File: src/rtl/byte_lane_transfer_engine.sv
// Byte-serial load/store engine between a DATA_W-bit register and byte-wide memory.
// Runtime length (1..NBYTES) and endianness; one byte moved per clock.
module byte_lane_transfer_engine #(
  parameter  int DATA_W = 32,
  parameter  int ADDR_W = 16,
  localparam int LEN_W  = $clog2(DATA_W / 8) + 1
) (
  input  logic              Clock,
  input  logic              Reset,
  input  logic              Start,
  input  logic              Write,
  input  logic [LEN_W-1:0]  Len,
  input  logic              BE,
  input  logic [ADDR_W-1:0] BaseAddr,
  input  logic [DATA_W-1:0] WData,
  output logic [DATA_W-1:0] RData,
  output logic              Busy,
  output logic              Done,
  output logic              Err,
  output logic [ADDR_W-1:0] Mem_Address,
  output logic [7:0]        Mem_Data,
  output logic              Mem_WR,
  output logic              Mem_CS,
  input  logic [7:0]        MemIn
);

  localparam int NBYTES = DATA_W / 8;

  typedef enum logic [1:0] {
    IDLE = 2'd0,
    XFER = 2'd1,
    FIN  = 2'd2
  } state_t;

  state_t              state;
  logic [LEN_W-1:0]    k;
  logic                wr_q;
  logic [LEN_W-1:0]    len_q;
  logic                be_q;
  logic [ADDR_W-1:0]   base_q;
  logic [DATA_W-1:0]   wdata_q;

  logic                len_ok;
  logic                last;
  logic [LEN_W-1:0]    next_k;
  logic [LEN_W-1:0]    acc_j;
  logic [LEN_W-1:0]    cur_j;
  logic [LEN_W-1:0]    nxt_j;
  logic [DATA_W-1:0]   keep_mask;
  logic [DATA_W-1:0]   rdata_ld;

  function automatic logic [7:0] lane_byte(input logic [DATA_W-1:0] w,
                                           input logic [LEN_W-1:0]  j);
    logic [DATA_W-1:0] s;
    s = w >> (8 * int'(j));
    return s[7:0];
  endfunction

  // Memory outputs are registered one cycle ahead: each edge loads the
  // address/data for the byte that the following cycle presents.
  always_comb begin
    len_ok    = (Len != '0) && (Len <= LEN_W'(NBYTES));
    acc_j     = BE ? (Len - LEN_W'(1)) : '0;
    next_k    = k + LEN_W'(1);
    last      = (k == (len_q - LEN_W'(1)));
    cur_j     = be_q ? (len_q - k - LEN_W'(1)) : k;
    nxt_j     = be_q ? (len_q - next_k - LEN_W'(1)) : next_k;
    keep_mask = ~({DATA_W{1'b1}} << (8 * int'(Len)));
    rdata_ld  = (RData & ~(DATA_W'(8'hFF) << (8 * int'(cur_j))))
              | (DATA_W'(MemIn) << (8 * int'(cur_j)));
  end

  always_ff @(posedge Clock) begin
    if (!Reset) begin
      state       <= IDLE;
      k           <= '0;
      wr_q        <= 1'b0;
      len_q       <= '0;
      be_q        <= 1'b0;
      base_q      <= '0;
      wdata_q     <= '0;
      RData       <= '0;
      Busy        <= 1'b0;
      Done        <= 1'b0;
      Err         <= 1'b0;
      Mem_Address <= '0;
      Mem_Data    <= '0;
      Mem_WR      <= 1'b0;
      Mem_CS      <= 1'b1;
    end else begin
      Done <= 1'b0;
      Err  <= 1'b0;
      case (state)
        IDLE: begin
          if (Start) begin
            if (len_ok) begin
              state       <= XFER;
              Busy        <= 1'b1;
              k           <= '0;
              wr_q        <= Write;
              len_q       <= Len;
              be_q        <= BE;
              base_q      <= BaseAddr;
              wdata_q     <= WData;
              Mem_CS      <= 1'b0;
              Mem_WR      <= Write;
              Mem_Address <= BaseAddr;
              Mem_Data    <= Write ? lane_byte(WData, acc_j) : '0;
              if (!Write) RData <= RData & keep_mask;
            end else begin
              Err <= 1'b1;
            end
          end
        end
        XFER: begin
          if (!wr_q) RData <= rdata_ld;
          if (last) begin
            state    <= FIN;
            Done     <= 1'b1;
            Mem_CS   <= 1'b1;
            Mem_WR   <= 1'b0;
            Mem_Data <= '0;
          end else begin
            k           <= next_k;
            Mem_Address <= base_q + ADDR_W'(next_k);
            Mem_Data    <= wr_q ? lane_byte(wdata_q, nxt_j) : '0;
          end
        end
        FIN: begin
          state <= IDLE;
          Busy  <= 1'b0;
          k     <= '0;
        end
        default: begin
          state  <= IDLE;
          Busy   <= 1'b0;
          Mem_CS <= 1'b1;
          Mem_WR <= 1'b0;
        end
      endcase
    end
  end

endmodule

File: config.mk
export PLATFORM = sky130hd
export DESIGN_NAME = byte_lane_transfer_engine
export DESIGN_NICKNAME = d
export VERILOG_FILES = /design/src/rtl/byte_lane_transfer_engine.sv
export SDC_FILE = /design/constraint.sdc
export NUM_CORES = 1
export LEC_CHECK = 0
export BUFFER_PORTS_ARGS = -buffer_cell sky130_fd_sc_hd__buf_2
export CORE_ASPECT_RATIO = 0.75
export CORE_MARGIN = 4
export CORE_UTILIZATION = 40
export CTS_CLUSTER_DIAMETER = 100
export DETAILED_ROUTE_END_ITERATION = 10
export GPL_TIMING_DRIVEN = 0
export SLEW_MARGIN = 0
export SYNTH_ARGS = -nofsm -noshare
export SYNTH_HDL_FRONTEND = slang
export SYNTH_SLANG_ARGS = --single-unit
File: constraint.sdc
create_clock -name Clock -period 4.9 [get_ports Clock]
set_input_delay 1.47 -clock Clock [delete_from_list [all_inputs] [get_ports Clock]]
set_output_delay 1.47 -clock Clock [all_outputs]
set_load 0.01 [all_outputs]
==> impl_metrics.json <==
{
  "p_per_area_nw_per_um2": 389,
  "maxSlewViolCount": 0,
  "total_power_mw": 2.68,
  "ys.flop_type": "dfxtp_1",
  "routed_wl_mm": 18.3,
  "n_fill_cell": 1331,
  "synth_edf_count": 0,
  "nets": 872,
  "cts_resized": 0,
  "start_util": 0.416,
  "drv_cap": 0,
  "tns_ps": 0,
  "yosysUniqueCellTypes": 58,
  "drt_iter0_drc": 372,
  "drtAntennaViolNets": 0,
  "p_leak_nw": 2.76,
  "cts_tree": "done",
  "die_h_um": 109,
  "clk_pin_slew_ps": 60,
  "syn_area_um2": 5490,
  "die-area_um2": 15700,
  "syn_inst": 654,
  "synth_seq_cells": 119,
  "ys_warn_count": 0,
  "io_buffers": 122,
  "post_cts_buffers": 0,
  "antenna_found_initial": 0,
  "clkPwrFrac": 0.452,
  "grt_pass1_wl_mm": 28.2,
  "detail_route.wl_per_cell_um": 18.7,
  "dp_cells": 947,
  "ir_drop_mv": 0.231,
  "rows": 36,
  "hold_class": "register to register",
  "cts_made_buffers": 17,
  "synth_common_cells": "nand2_1 (144), dfxtp_1 (119), a21oi_1 (102), nor2_1 (28), clkbuf_1 (27)",
  "critPathArrivalTime_ps": 4990,
  "grt_start_max_net_pins": 17,
  "internal_power_mw": 1.94,
  "die_w_um": 143,
  "viasPerCell": 5.55,
  "first_pass_iters": 5,
  "place_area_um2": 6310,
  "relSlewSlack": 0.100,
  "min_period_over_period": 0.950,
  "fin_ws_ps": 246,
  "grt-ovfl-total": 0,
  "route.vias.total": 5438,
  "critPathMaxFanout": 10,
  "status": "finished, final reports clean",
  "synthArstFlopShare": 0,
  "clock_sinks": 119,
  "synth_most_common_cell": "nand2_1",
  "drive_gt1_frac": 0.235,
  "rsz0062_at_grt": "no",
  "yosysTopAreaCell": "dfxtp_1",
  "final_util": 0.522,
  "clock_skew_ps": 9.08,
  "hold_viol": 0,
  "cts_hold_buf": 0,
  "fmax_mhz": 215,
  "syn-num-nets": 731,
  "grt_pass1_vias": 5171,
  "pre_cts_ws_ps": -31.7,
  "drc_errors": 0,
  "switchingPower_mw": 0.742,
  "period_minus_slack_ps": 4650,
  "criticalPathCategory": "input port to register",
  "avgSynthCellArea_um2": 8.39,
  "power_frac_comb": 0.151,
  "seq_area_frac_synth": 0.434,
  "cts_buffer_depth": 2,
  "ios": 125,
  "synth_top_area_share": 0.434,
  "core_area_um2": 13200,
  "worstSetupEndpointType": "register",
  "clock_latency_ps": 410,
  "gp_congestion": 0.901,
  "start_kind": "input port",
  "antenna-diode-count": 0,
  "worstPathRequired_ps": 5230,
  "holdWs_ps": 451,
  "final_area_um2": 6890,
  "dp.final_hpwl_mm": 13.6,
  "fin_cells": 979,
  "root_buffer": "clkbuf_16",
  "track_usage": 0.235,
  "finalSetupViolations": 0,
  "h-tree-depth": 4,
  "synth.area.top_cells": "dfxtp_1 (43%), nand2_1 (9.8%), a21oi_1 (9.3%), mux4_2 (3.3%), ha_1 (2.3%)",
  "worstMarginPinSlew_ps": 1340,
  "power.share.sequential": 0.397,
  "syn2layout_area_growth_pct": 25.5,
  "swShare": 0.277
}
## final timing paths
check / from / endpoint / slack, ps / cells past startpoint
hold / removal: Mem_Address[6] / Mem_Address[6] / 450 / 2
setup / recovery: Len[0] / wdata_q[15] / 250 / 10
hold reg to reg: Mem_Address[6] / Mem_Address[6] / 450 / 2
setup reg to reg: k[0] / Mem_Data[6] / 1630 / 7
## logic make-up (layout without fill, tap and decap cells)
kind of cell               after synthesis  count (layout)  share of synthesized area
adders and majority gates               13              13                     0.0337
buffers and inverters                   56             210                     0.0435
muxes                                   15              15                     0.0469
DFF                                    119             119                      0.434
xor gates and xnor gates                15              15                     0.0294
AOI/OAI and AO/OA                      188             188                      0.214
and+or+nand+nor                        248             248                      0.198
## metal layers
layer | GRT usage | vias up | share of wire
met5 | 0 | - | 0
met4 | 0.0692 | 0 | 0.012
met3 | 0.0517 | 19 | 0.086
met2 | 0.351 | 211 | 0.43
met1 | 0.342 | 2602 | 0.47
li1 | - | 2606 | -
## cell usage in the layout, fill, tap and decap left out, drive strengths merged, types with 3 or more instances in the layout
master / instances
mux2: 3
nor4: 5
buf: 137
ha: 10
a21oi: 103
o22ai: 9
dfxtp: 119
inv: 15
nor3: 15
a311oi: 3
nor2b: 4
mux4: 8
nand4: 4
fa: 3
nand2: 144
clkinv: 6
nand3: 25
mux2i: 4
or3: 4
xnor2: 8
o2111ai: 3
xor2: 5
a211o: 6
a22o: 17
clkbuf: 48
a211oi: 11
and2: 8
nand2b: 5
a31o: 3
nor2: 28
o21ai: 20
## sequential cells by signal, indices dropped and copies added (netlist names), 2 cells and up
register,count
base_q,16
state,2
RData,32
k,3
len_q,3
Mem_Data,8
Mem_Address,16
wdata_q,32
## power groups by stage
stage | registers, mW | logic, mW | clock network (mW)
after floorplan | 1.09 | 0.232 | 0
after global placement | 1.08 | 0.393 | 0
after detailed placement | 1.08 | 0.401 | 0
after CTS | 1.06 | 0.402 | 1.23
after global routing | 1.07 | 0.444 | 1.27
final | 1.06 | 0.406 | 1.21
## critical path, cell delays in order
cell and delay [ps]:
buf_2 140, clkbuf_1 400, inv_1 260, ha_1 270
ha_1 380, nand2_1 120, nor3_1 1020, clkbuf_1 630
nand2_1 150, a21oi_1 150
## final cells by class
type                       count  area, um^2  area share
clock buffer                  21         450      0.0654
sequential                   119        2380       0.346
buffer                        42         186      0.0271
timing repair buffer         122         611      0.0886
tap                          171         214      0.0311
clock inverter                11         125      0.0182
multi-input combinational    479        2870       0.416
inverter                      14        52.6     0.00763
(Power assumes the default switching activity.)
